===== src/rtl/mem_arbiter.sv =====
// Two-master to one-slave memory arbiter with round-robin grant
// and an in-order ID FIFO that routes responses back to their issuer.
module mem_arbiter #(
  parameter int OutstandingLog2 = 2,
  parameter int AddrWidth       = 32,
  parameter int DataWidth       = 32
) (
  input  logic                   clk_i,
  input  logic                   rst_ni,
  input  logic                   inst_valid_i,
  output logic                   inst_ready_o,
  input  logic [AddrWidth-1:0]   inst_addr_i,
  input  logic [DataWidth-1:0]   inst_wdata_i,
  input  logic [DataWidth/8-1:0] inst_wmask_i,
  output logic [DataWidth-1:0]   inst_rdata_o,
  output logic                   inst_rvalid_o,
  input  logic                   data_valid_i,
  output logic                   data_ready_o,
  input  logic [AddrWidth-1:0]   data_addr_i,
  input  logic [DataWidth-1:0]   data_wdata_i,
  input  logic [DataWidth/8-1:0] data_wmask_i,
  output logic [DataWidth-1:0]   data_rdata_o,
  output logic                   data_rvalid_o,
  input  logic                   mem_ready_i,
  output logic                   mem_valid_o,
  output logic [AddrWidth-1:0]   mem_addr_o,
  output logic [DataWidth-1:0]   mem_wdata_o,
  output logic [DataWidth/8-1:0] mem_wmask_o,
  input  logic [DataWidth-1:0]   mem_rdata_i,
  input  logic                   mem_rvalid_i,
  output logic                   err_o
);

  localparam int Depth = 1 << OutstandingLog2;
  localparam int PW    = OutstandingLog2 + 1;

  logic [PW-1:0]    wptr_q, wptr_d;
  logic [PW-1:0]    rptr_q, rptr_d;
  logic [Depth-1:0] ids_q, ids_d;
  logic             rr_q, rr_d;
  logic             err_q, err_d;

  logic fifo_empty;
  logic fifo_full;
  logic head_id;
  logic gnt_inst;
  logic gnt_data;
  logic req_ok;
  logic accept;
  logic pop;

  assign fifo_empty = (wptr_q == rptr_q);
  assign fifo_full  = (wptr_q[PW-1] != rptr_q[PW-1]) &&
                      (wptr_q[PW-2:0] == rptr_q[PW-2:0]);
  assign head_id    = ids_q[rptr_q[PW-2:0]];

  // rr_q holds the ID of the last accepted master; contention goes to the other.
  always_comb begin
    gnt_inst = 1'b0;
    gnt_data = 1'b0;
    unique case (1'b1)
      (inst_valid_i && data_valid_i): begin
        gnt_inst = rr_q;
        gnt_data = !rr_q;
      end
      (inst_valid_i && !data_valid_i): gnt_inst = 1'b1;
      (!inst_valid_i && data_valid_i): gnt_data = 1'b1;
      default: ;
    endcase
  end

  always_comb begin
    mem_addr_o  = '0;
    mem_wdata_o = '0;
    mem_wmask_o = '0;
    unique case (1'b1)
      gnt_inst: begin
        mem_addr_o  = inst_addr_i;
        mem_wdata_o = inst_wdata_i;
        mem_wmask_o = inst_wmask_i;
      end
      gnt_data: begin
        mem_addr_o  = data_addr_i;
        mem_wdata_o = data_wdata_i;
        mem_wmask_o = data_wmask_i;
      end
      default: ;
    endcase
  end

  // Full blocks forwarding even if a pop lands this cycle: no rvalid->ready path.
  assign req_ok       = rst_ni && !fifo_full;
  assign mem_valid_o  = req_ok && (inst_valid_i || data_valid_i);
  assign inst_ready_o = req_ok && gnt_inst && mem_ready_i;
  assign data_ready_o = req_ok && gnt_data && mem_ready_i;
  assign accept       = mem_valid_o && mem_ready_i;

  assign pop           = rst_ni && mem_rvalid_i && !fifo_empty;
  assign inst_rvalid_o = pop && !head_id;
  assign data_rvalid_o = pop && head_id;
  assign inst_rdata_o  = mem_rdata_i;
  assign data_rdata_o  = mem_rdata_i;
  assign err_o         = err_q;

  always_comb begin
    ids_d  = ids_q;
    wptr_d = wptr_q + {{(PW-1){1'b0}}, accept};
    rptr_d = rptr_q + {{(PW-1){1'b0}}, pop};
    rr_d   = rr_q;
    err_d  = err_q;
    if (accept) begin
      ids_d[wptr_q[PW-2:0]] = gnt_data;
      rr_d                  = gnt_data;
    end
    if (mem_rvalid_i && fifo_empty) begin
      err_d = 1'b1;
    end
  end

  always_ff @(posedge clk_i or negedge rst_ni) begin
    if (!rst_ni) begin
      wptr_q <= '0;
      rptr_q <= '0;
      ids_q  <= '0;
      rr_q   <= 1'b1;
      err_q  <= 1'b0;
    end else begin
      wptr_q <= wptr_d;
      rptr_q <= rptr_d;
      ids_q  <= ids_d;
      rr_q   <= rr_d;
      err_q  <= err_d;
    end
  end

endmodule


===== config.mk =====
export PLATFORM = sky130hd
export DESIGN_NAME = mem_arbiter
export DESIGN_NICKNAME = d
export VERILOG_FILES = /design/src/rtl/mem_arbiter.sv
export SDC_FILE = /design/constraint.sdc
export NUM_CORES = 1
export LEC_CHECK = 0
export CAP_MARGIN = 30
export CORE_AREA = 4 4 121 123
export CTS_CLUSTER_DIAMETER = 120
export CTS_CLUSTER_SIZE = 8
export DETAILED_ROUTE_END_ITERATION = 7
export DIE_AREA = 0 0 125 127
export PLACE_DENSITY = 0.64
export SKIP_CTS_REPAIR_TIMING = 1
export SYNTH_ARGS = -nofsm -noshare
export SYNTH_HDL_FRONTEND = slang
export SYNTH_SLANG_ARGS = --single-unit

===== constraint.sdc =====
create_clock -name clk_i -period 2.1 [get_ports clk_i]
set_clock_uncertainty 0.2 [all_clocks]
set_input_delay 0.42 -clock clk_i [delete_from_list [all_inputs] [get_ports clk_i]]
set_output_delay 0.42 -clock clk_i [all_outputs]
set_load 0.005 [all_outputs]

==> flow_summary.json <==
{
  "synth_cells": 342,
  "worstPathCellList": "nand2b_4, and2_4, buf_12, clkbuf_16, buf_8, buf_6, buf_6, o21ai_4, buf_2",
  "final_util_pct": 32.97,
  "coreArea_sq_um": 13670,
  "rsz0062_at_grt": "true",
  "violations": "negative setup slack",
  "via_count": 2938,
  "cap_violations": 0,
  "cp-end-kind": "output pin",
  "die_area_sq_um": 15880,
  "seqCellArea_sq_um": 302.8,
  "setup_viol": 69,
  "power_switching_mw": 1.043,
  "hpwl_um": 7640,
  "pwr-share-seq_pct": 15.1,
  "grt_start_max_net_pins": 77,
  "firstDrtPassIters": 4,
  "synth_cell_types": 31,
  "postSynthAreaPerCell_sq_um": 6.154,
  "port_buffers": 215,
  "yosysTopAreaCell": "nand2_1",
  "async_flop_share_pct": 100.0,
  "timing.critical_path.slowest_cell_delay_ns": 0.37,
  "synth_fp_nets": 520,
  "nets": 707,
  "slew_headroom_pct": 79.04,
  "clock_path_buffers": 2,
  "clock_latency_ns": 0.24,
  "synth_warnings": 0,
  "yosysTopAreaCellShare_pct": 24.44,
  "finalWorstSetupSlack_ns": -0.3331,
  "max_freq_mhz": 411.0,
  "yosysSeqAreaShare_pct": 14.33,
  "area_delta_synth_final_pct": 114.1,
  "clock_power_share_pct": 13.6,
  "avgRoutedWirePerCell_um": 16.24,
  "power.share.switching_pct": 36.16,
  "initial_core_util_pct": 15.40,
  "p_leak_nw": 2.097,
  "gp_congestion": 0.7973,
  "final_hold_viol_count": 0,
  "rows": 43,
  "multi_input_area_sq_um": 1354,
  "clk_pin_slew_worst_paths_ns": 0.04,
  "instances_no_fill": 708,
  "top_level_ports": 312,
  "crit_fanout": 7,
  "viasPerCell": 4.150,
  "p_per_area_nw_per_um2": 640.1,
  "pwr-share-comb_pct": 71.3,
  "dpl_cell_area_sq_um": 4035,
  "drc": 0,
  "fin_crit_ns": 2.433,
  "wl_um": 11500,
  "ys_ff_latch": 12,
  "die-width_um": 125,
  "ant_nets": 0,
  "hold_class": "primary input to asynchronous set/reset pin",
  "final_cell_area_sq_um": 4506,
  "synth_edf_count": 0,
  "cts_max_level": 1,
  "diodes": 0,
  "synth_flop_cell": "dfrtp_1",
  "antenna_found_initial": 0,
  "synth_area_sq_um": 2105,
  "fillers": 1469,
  "outcome": "complete, but fails checks",
  "first_iter_violations": 134,
  "clock_sink_count": 12,
  "die_y_um": 127,
  "intPower_mw": 1.841,
  "ir_worst_vdd_mv": 0.3741,
  "cts_root_buffer": "clkbuf_16",
  "worstMarginPinSlew_ns": 0.3144,
  "cp_data_required_time_ns": 1.48,
  "start_kind": "flip-flop",
  "cp_slowest_cell": "dfstp_2",
  "cts_tree": "done",
  "layout-drive-gt1-share_pct": 33.52,
  "track_usage_pct": 10.55,
  "critPathKind": "flip-flop to output pin",
  "placedCellCount": 669,
  "drv_slew": 0,
  "grt_pass1_vias": 2768,
  "min_period_over_period_pct": 115.9,
  "grt_first_pass_wirelength_um": 13980,
  "numCtsBuffers": 3,
  "cp_common_cell": "buf_6",
  "synth_common_cells": "nand2_1 (137), buf_4 (65), o21ai_1 (40), o21ai_0 (29), dfrtp_1 (11)",
  "synth.most_common_cell": "nand2_1",
  "synthTopCellsByArea": "nand2_1 (24%), buf_4 (23%), dfrtp_1 (13%), o21ai_1 (9.5%), o21ai_0 (6.9%)",
  "gr-total-overflow": 0,
  "cp.arrival_ns": 1.81
}
per-layer routing:
layer  global-route usage [%]  part of all wire (%)  wire [um]
met2                    17.56                    46       5282
met3                    3.344                   8.8       1007
met1                    12.42                    41       4719
met4                    4.911                   4.3        490
met5                        0                     0          0
flip-flops by register name (all words and copies together), names as in the netlist:
name / flops
err_o: 1
ids_q: 4
rptr_q: 3
rr_q: 1
wptr_q: 3
kinds of logic (layout without fill, tap and decap cells):
group / count (synthesis) / in the layout / share of synthesized area, %
multiplexers: 5 / 5 / 3.210
AND/OR/NAND/NOR: 153 / 153 / 29.43
XOR/XNOR: 5 / 5 / 2.081
adder cells (fa/ha/maj): 4 / 4 / 2.378
AO/OA/AOI/OAI: 74 / 74 / 18.55
buffers and inverters: 89 / 275 / 30.02
flip-flops: 12 / 12 / 14.33
cell type report:
type / instances / share of cell area, %
clock buffers: 4 / 1.972
multi-input cells: 241 / 30.05
well taps: 180 / 4.999
inverters: 2 / 0.1666
flip-flops and latches: 12 / 6.720
repair buffers: 269 / 56.10
final timing paths:
check / from / endpoint / slack [ns] / depth (start not counted)
setup / recovery: rr_q / mem_wdata_o[6] / -0.33 / 9
hold / removal: rst_ni / wptr_q[0] / 0.04 / 2
setup reg to reg: rptr_q[2] / wptr_q[2] / 0.15 / 8
min in group clk_i: data_valid_i / rr_q / 0.28 / 3
hold reg to reg: err_o / err_o / 0.28 / 1
max in group asynchronous: rst_ni / rr_q / 1.46 / 2
cells in the final DEF, fill, tap and decap left out, drive strengths merged, types with 2 or more instances in the layout:
cell type / netlist / final
clkbuf: 12 / 40
dfrtp: 11 / 11
o211a: 2 / 2
o21ai: 69 / 69
mux2: 4 / 4
xnor2: 2 / 2
nand4b: 2 / 2
nand3: 3 / 3
clkdlybuf4s50: 0 / 139
and2: 3 / 3
buf: 75 / 89
dlymetal6s2s: 0 / 5
xor2: 3 / 3
nand2: 137 / 137
ha: 4 / 4
nor2: 2 / 2
nor2b: 2 / 2
inv: 2 / 2
power by group through the flow:
stage	Clock, mW	Sequential (mW)	Combinational (mW)
floorplan	0	0.426	0.761
global placement	0	0.419	1.61
detailed placement	0	0.428	1.64
CTS	0.405	0.425	1.66
global route	0.418	0.454	2.21
finish	0.391	0.437	2.06
metrics by stage:
stage / setup TNS (ns) / hold slack, ns / setup slack, ns / power, mW
6_report: -15.28 / 0.04097 / -0.3331 / 2.884
5_1_grt: -19.50 / 0.06136 / -0.3742 / 3.087
4_1_cts: -41.63 / 0.2763 / -0.6891 / 2.489
3_5_place_dp: -41.89 / 0.2692 / -0.6776 / 2.073
3_3_place_gp: -40.02 / 0.2607 / -0.6571 / 2.034
2_1_floorplan: 0 / -0.07559 / 0.2194 / 1.186
critical path, delay by kind of cell (launching register included):
family / cells / cell delay (ns)
AO/OA/AOI/OAI: 1 / 0.15
flip-flops: 1 / 0.37
buffers and inverters: 6 / 0.76
AND/OR/NAND/NOR: 2 / 0.30
No activity file was read; power rests on OpenSTA's default activity.
==> RTL change 1: new RTL, same flow settings <==
`OutstandingLog2`: 2 -> 3.
--- a/src/rtl/mem_arbiter.sv
+++ b/src/rtl/mem_arbiter.sv
@@ -1,7 +1,7 @@
 // Two-master to one-slave memory arbiter with round-robin grant
 // and an in-order ID FIFO that routes responses back to their issuer.
 module mem_arbiter #(
-  parameter int OutstandingLog2 = 2,
+  parameter int OutstandingLog2 = 3,
   parameter int AddrWidth       = 32,
   parameter int DataWidth       = 32
 ) (
Formal check against the unedited RTL: not equivalent (a bounded check fails within 10 cycles, from zero or initial values and one cycle with rst_ni low).
==> RTL change 1 against the unedited design <==
- utilization rose by 5.4 points
- the flow still finishes with violations (negative setup slack)
- sequential share of layout area rose by 1.9 points
- power rose by 25%
- via count rose by 13%
- final area rose by 16%
- sequential cell count rose by 6
- die area did not move
- fmax rose by 3.3%
- sequential power rose by 43%
- worst setup slack improved by 79 ps
- synthesized area rose by 16%
- wire length rose by 13%
- clock power rose by 7.2%
==> RTL change 1: results (changes against the unedited design) <==
Power
  – VDD IR max: 0.000371 V (-0.71%)
  – Leakage: 0.00241 µW (+15%)
  – Internal power: 2270 µW (+23%)

Placement
  – Dpl cell area: 4480 µm² (+11%)
  – Routability congestion estimate: 0.805 (+0.97%)
  – Post-DP HPWL: 7.83 mm (+2.5%)

Setup path
  – Critical path's slowest cell: mux4_2
  – CP endpoint: inst_rvalid_o
  – Worst-path maximum fanout: 2 (-5)
  – Reg2Reg Setup Slack: 80 ps (-70 ps)
  – Critical Path Sink Type: output port
  – Worst EP arrival: 1730 ps (-80 ps)
  – Crit. Startpoint: rptr_q[1]
  – R2R cell count: 8 (unchanged)
  – Critical R2R Capture: ids_q[0]
  – Largest stage delay, worst path: 500 ps (+130 ps)

Logic synthesis
  – Post-synth net total: 554 (+6.5%)
  – Mux contribution to synthesized area: 0.0628 (+0.0307)
  – List of most frequent post-synthesis cells: nand2_1, buf_4, o21ai_0
  – Register area share after synthesis: 0.186 (+0.0424)
  – Yosys cell types: 35 (+13%)
  – Predominant post-synthesis flop cell: dfrtp_1
  – Post-Synth XOR/XNOR Area: 0.0288 (+0.00800)
  – Most area-consuming cells after synthesis: nand2_1, buf_4, dfrtp_1
  – Post-synthesis compound-gate area fraction: 0.155 (-0.0301)
  – Yosys warnings: 0 (unchanged)
  – Synth Area in Adders: 0.0206 (-0.00321)

Routing
  – Via density: 4.43 (+6.9%)
  – DR pass1 iterations: 4 (unchanged)
  – DRT iter0 DRCs: 115 (-14%)
  – Wire length per cell: 17.5 µm (+7.5%)

Global routing
  – Vias in the first global route: 3075 (+11%)
  – All-Layer GR Usage: 0.107 (+0.00133)
  – Largest net degree at the start of global routing: 80 (+3.9%)
  – Initial antenna violation count: 0 (unchanged)
  – Global-route wire length before repair: 14.4 mm (+2.8%)

Final layout
  – Fill count: 1409 (-4.1%)
  – Final nets: 745 (+5.4%)
  – Sequential standard cell area: 452 µm² (+49%)
  – Share of layout cells above drive strength 1: 0.433 (+0.0976)
  – Regs by FF count: ids_q: 8 flops, rptr_q: 4 flops, wptr_q: 4 flops

CTS
  – Clk Tree Root Cell: clkbuf_16
  – Skew-Pair Late Insertion Delay: 250 ps
  – CTS Buffer Depth: 2 (unchanged)
  – Total CTS buffers: 3 (unchanged)
  – H-tree depth: 1 (unchanged)

Min path
  – Min-delay worst type: reg -> reg
  – Hold Path End: err_o
  – Worst Hold Path Cells: 1

STA
  – Setup violators final: 73 (+5.8%)
  – Final WS setup: -255 ps (+78.6 ps)
  – Relative slew margins: 0.833 (+0.0427)
  – Setup TNS Final: -11880 ps (+3400 ps)

Status
  – Status: complete, but fails checks
  – Failing checks: negative setup slack
RTL change 1: through the flow:
stage | hold WS (ps) | cells | setup WS [ps]
finish | 278 | 746 | -255
global route | 298 | 746 | -326
CTS | 282 | 715 | -732
detailed placement | 267 | 711 | -735
global placement | 259 | 711 | -730
floorplan | -75.6 | 376 | 59.6
RTL change 1: final cells by class:
| type | count | area share |
|---|---|---|
| clock buffers | 4 | 0.0170 |
| multi-input cells | 264 | 0.342 |
| repair buffers | 277 | 0.510 |
| flip-flops and latches | 18 | 0.0862 |
| well taps | 180 | 0.0430 |
| inverters | 3 | 0.00215 |
RTL change 1: power by group through the flow:
| stage | clock, µW | combinational [µW] | sequential (µW) |
|---|---|---|---|
| 5_1_grt | 449 | 2770 | 642 |
| 4_1_cts | 430 | 1910 | 616 |
| 3_3_place_gp | 0 | 1870 | 609 |
| 3_5_place_dp | 0 | 1900 | 620 |
| 6_report | 419 | 2570 | 627 |
| 2_1_floorplan | 0 | 912 | 612 |
RTL change 1: cell families after synthesis:
group	Yosys count
flops	18
mux	11
compound gates	73
xor+xnor	8
fa+ha+maj	4
simple gates	168
buf+inv	94
RTL change 1: metal layers:
| layer | wire length, µm | up-vias | global-route usage |
|---|---|---|---|
| li1 | - | 1551 | - |
| met1 | 4810 | 1522 | 0.118 |
| met2 | 6610 | 204 | 0.186 |
| met4 | 400 | 0 | 0.0255 |
| met3 | 1200 | 31 | 0.0510 |
| met5 | 0 | - | 0 |
RTL change 1: critical path, delay by kind of cell, from the launching register on:
kind | cells | cell delay [ps]
flip-flops | 1 | 360
multiplexers | 2 | 680
AND/OR/NAND/NOR | 1 | 100
buffers and inverters | 3 | 360
==> RTL change 2: new RTL, config.mk and constraints unchanged <==
Without the edit above. Reset style: synchronous (`rst_ni`), changed in one clocked block.
--- a/src/rtl/mem_arbiter.sv
+++ b/src/rtl/mem_arbiter.sv
@@ -117,7 +117,7 @@
     end
   end
 
-  always_ff @(posedge clk_i or negedge rst_ni) begin
+  always_ff @(posedge clk_i) begin
     if (!rst_ni) begin
       wptr_q <= '0;
       rptr_q <= '0;
Formal check against the unedited RTL: differs if rst_ni is asserted again (counterexample within 4 cycles, from zero or initial values and one cycle with rst_ni low); with rst_ni held inactive, the same outputs for 10 cycles.
==> RTL change 2 against the unedited design <==
- the flow still finishes with violations (negative setup slack)
- worst hold slack gained 220 ps
- wire length up 1.2%
- non-clock buffer count rose by 4
- worst setup slack better by 140 ps
- fmax up 6.2%
- count of clock-buffer cells in the layout unchanged
- global-route usage up 0.44 points
- final area down 6.1%
- utilization is 2.0 points lower
- sequential cell count unchanged
- synthesized area fell by 16%
- largest cell class unchanged
Power is not compared: it rests on default switching activity, and its combinational part moved more than twofold at a synthesized area within 25%.
==> RTL change 2: results (changes against the unedited design) <==
Status
  – Status: complete, but fails checks
  – Failing checks: negative setup slack

Placement
  – Routability congestion estimate: 0.802 (+0.59%)
  – Pre-CTS setup slack: -831 ps (-154 ps)
  – Post-DP HPWL: 8.44 mm (+11%)
  – Placed cell count: 551 (-18%)
  – Dpl cell area: 3860 µm² (-4.4%)

STA
  – Setup TNS Final: -4360 ps (+10920 ps)
  – Setup violators final: 66 (-4.3%)
  – Final WS setup: -191 ps (+142 ps)
  – Relative slew margins: 0.709 (-0.0812)
  – WHS: 264 ps (+223 ps)

Logic synthesis
  – List of most frequent post-synthesis cells: a22o_1, buf_4, clkbuf_1
  – Gate Count Post-Synth: 211 (-38%)
  – Post-Synth XOR/XNOR Area: 0.0247 (+0.00389)
  – Most area-consuming cells after synthesis: a22o_1, buf_4, dfxtp_1
  – Post-synth net total: 389 (-25%)
  – Predominant post-synthesis flop cell: dfxtp_1
  – Yosys cell types: 30 (-3.2%)
  – Ys async rst share: 0 (-1.00)
  – Mux contribution to synthesized area: 0.0296 (-0.00246)
  – Post-synthesis compound-gate area fraction: 0.373 (+0.188)
  – Synth Area in Adders: 0.0282 (+0.00445)
  – Mean area per synthesized cell: 8.40 µm² (+37%)
  – Yosys top cell area share: 0.336 (+0.0916)

Final layout
  – Share of layout cells above drive strength 1: 0.358 (+0.0226)
  – Non-clock buffers: 273 (+1.5%)
  – Regs by FF count: ids_q: 4 flops, rptr_q: 3 flops, wptr_q: 3 flops
  – Layout clock area frac: 0.0210 (+0.00129)
  – P&R area growth vs syn: 139%
  – Final nets: 587 (-17%)
  – Comb_multi_in: 117 (-51%)
  – Fill count: 1498 (+2.0%)
  – Buffer share of cell area: 0.622 (+0.0609)
  – Fraction of area in multi-input gates: 0.243 (-0.0570)
  – Fraction of area in registers: 0.0580 (-0.00922)

Min path
  – Min-delay worst type: reg -> reg

Power
  – VDD IR max: approximately 0.00021 V

Setup path
  – Worst EP arrival: 1670 ps (-140 ps)
  – Worst r2r src: wptr_q[2]
  – Crit. Startpoint: rr_q
  – CP endpoint: mem_wmask_o[1]
  – Largest stage delay, worst path: 320 ps (-50 ps)
  – Critical path's slowest cell: dfxtp_2

Routing
  – DRT iter0 DRCs: 54 (-60%)
  – Routed wl met2: 5.98 mm (+13%)
  – Met3 routed WL: 916 µm (-9.0%)
  – Via density: 4.03 (-2.8%)
  – Via count: 2371 (-19%)
  – DRT met1 WL: 4.67 mm (-1.1%)
  – Wire length per cell: 19.8 µm (+22%)

Global routing
  – Vias in the first global route: 2416 (-13%)
  – Global-route wire length before repair: 13.9 mm (-0.69%)
  – Largest net degree at the start of global routing: 51 (-34%)
RTL change 2: cell count changes after synthesis, moves of 4 or more:
cell	unedited run	this run
dfxtp_1	0	12
o21ai_1	40	1
dfrtp_1	11	0
a22o_1	0	68
clkbuf_1	9	13
buf_6	6	1
o21ai_0	29	0
nand2_1	137	8
RTL change 2: layer usage:
layer / GRT usage / up-vias
met5: 0 / -
met4: 0.0249 / 0
met3: 0.0422 / 6
met2: 0.186 / 130
met1: 0.133 / 1108
li1: - / 1127
RTL change 2: cells by family (layout without fill, tap and decap cells):
family / count (synthesis) / after routing
buffers and inverters: 82 / 279
AO/OA/AOI/OAI: 76 / 76
AND/OR/NAND/NOR: 28 / 28
flip-flops: 12 / 12
XOR/XNOR: 5 / 5
adder cells (fa/ha/maj): 4 / 4
multiplexers: 4 / 4
RTL change 2: tightest hold or removal path, delay by kind of cell, from the launching register on:
family / cells / cell delay [ps]
and+or+nand+nor: 1 / 50
muxes: 1 / 60
DFF: 1 / 300
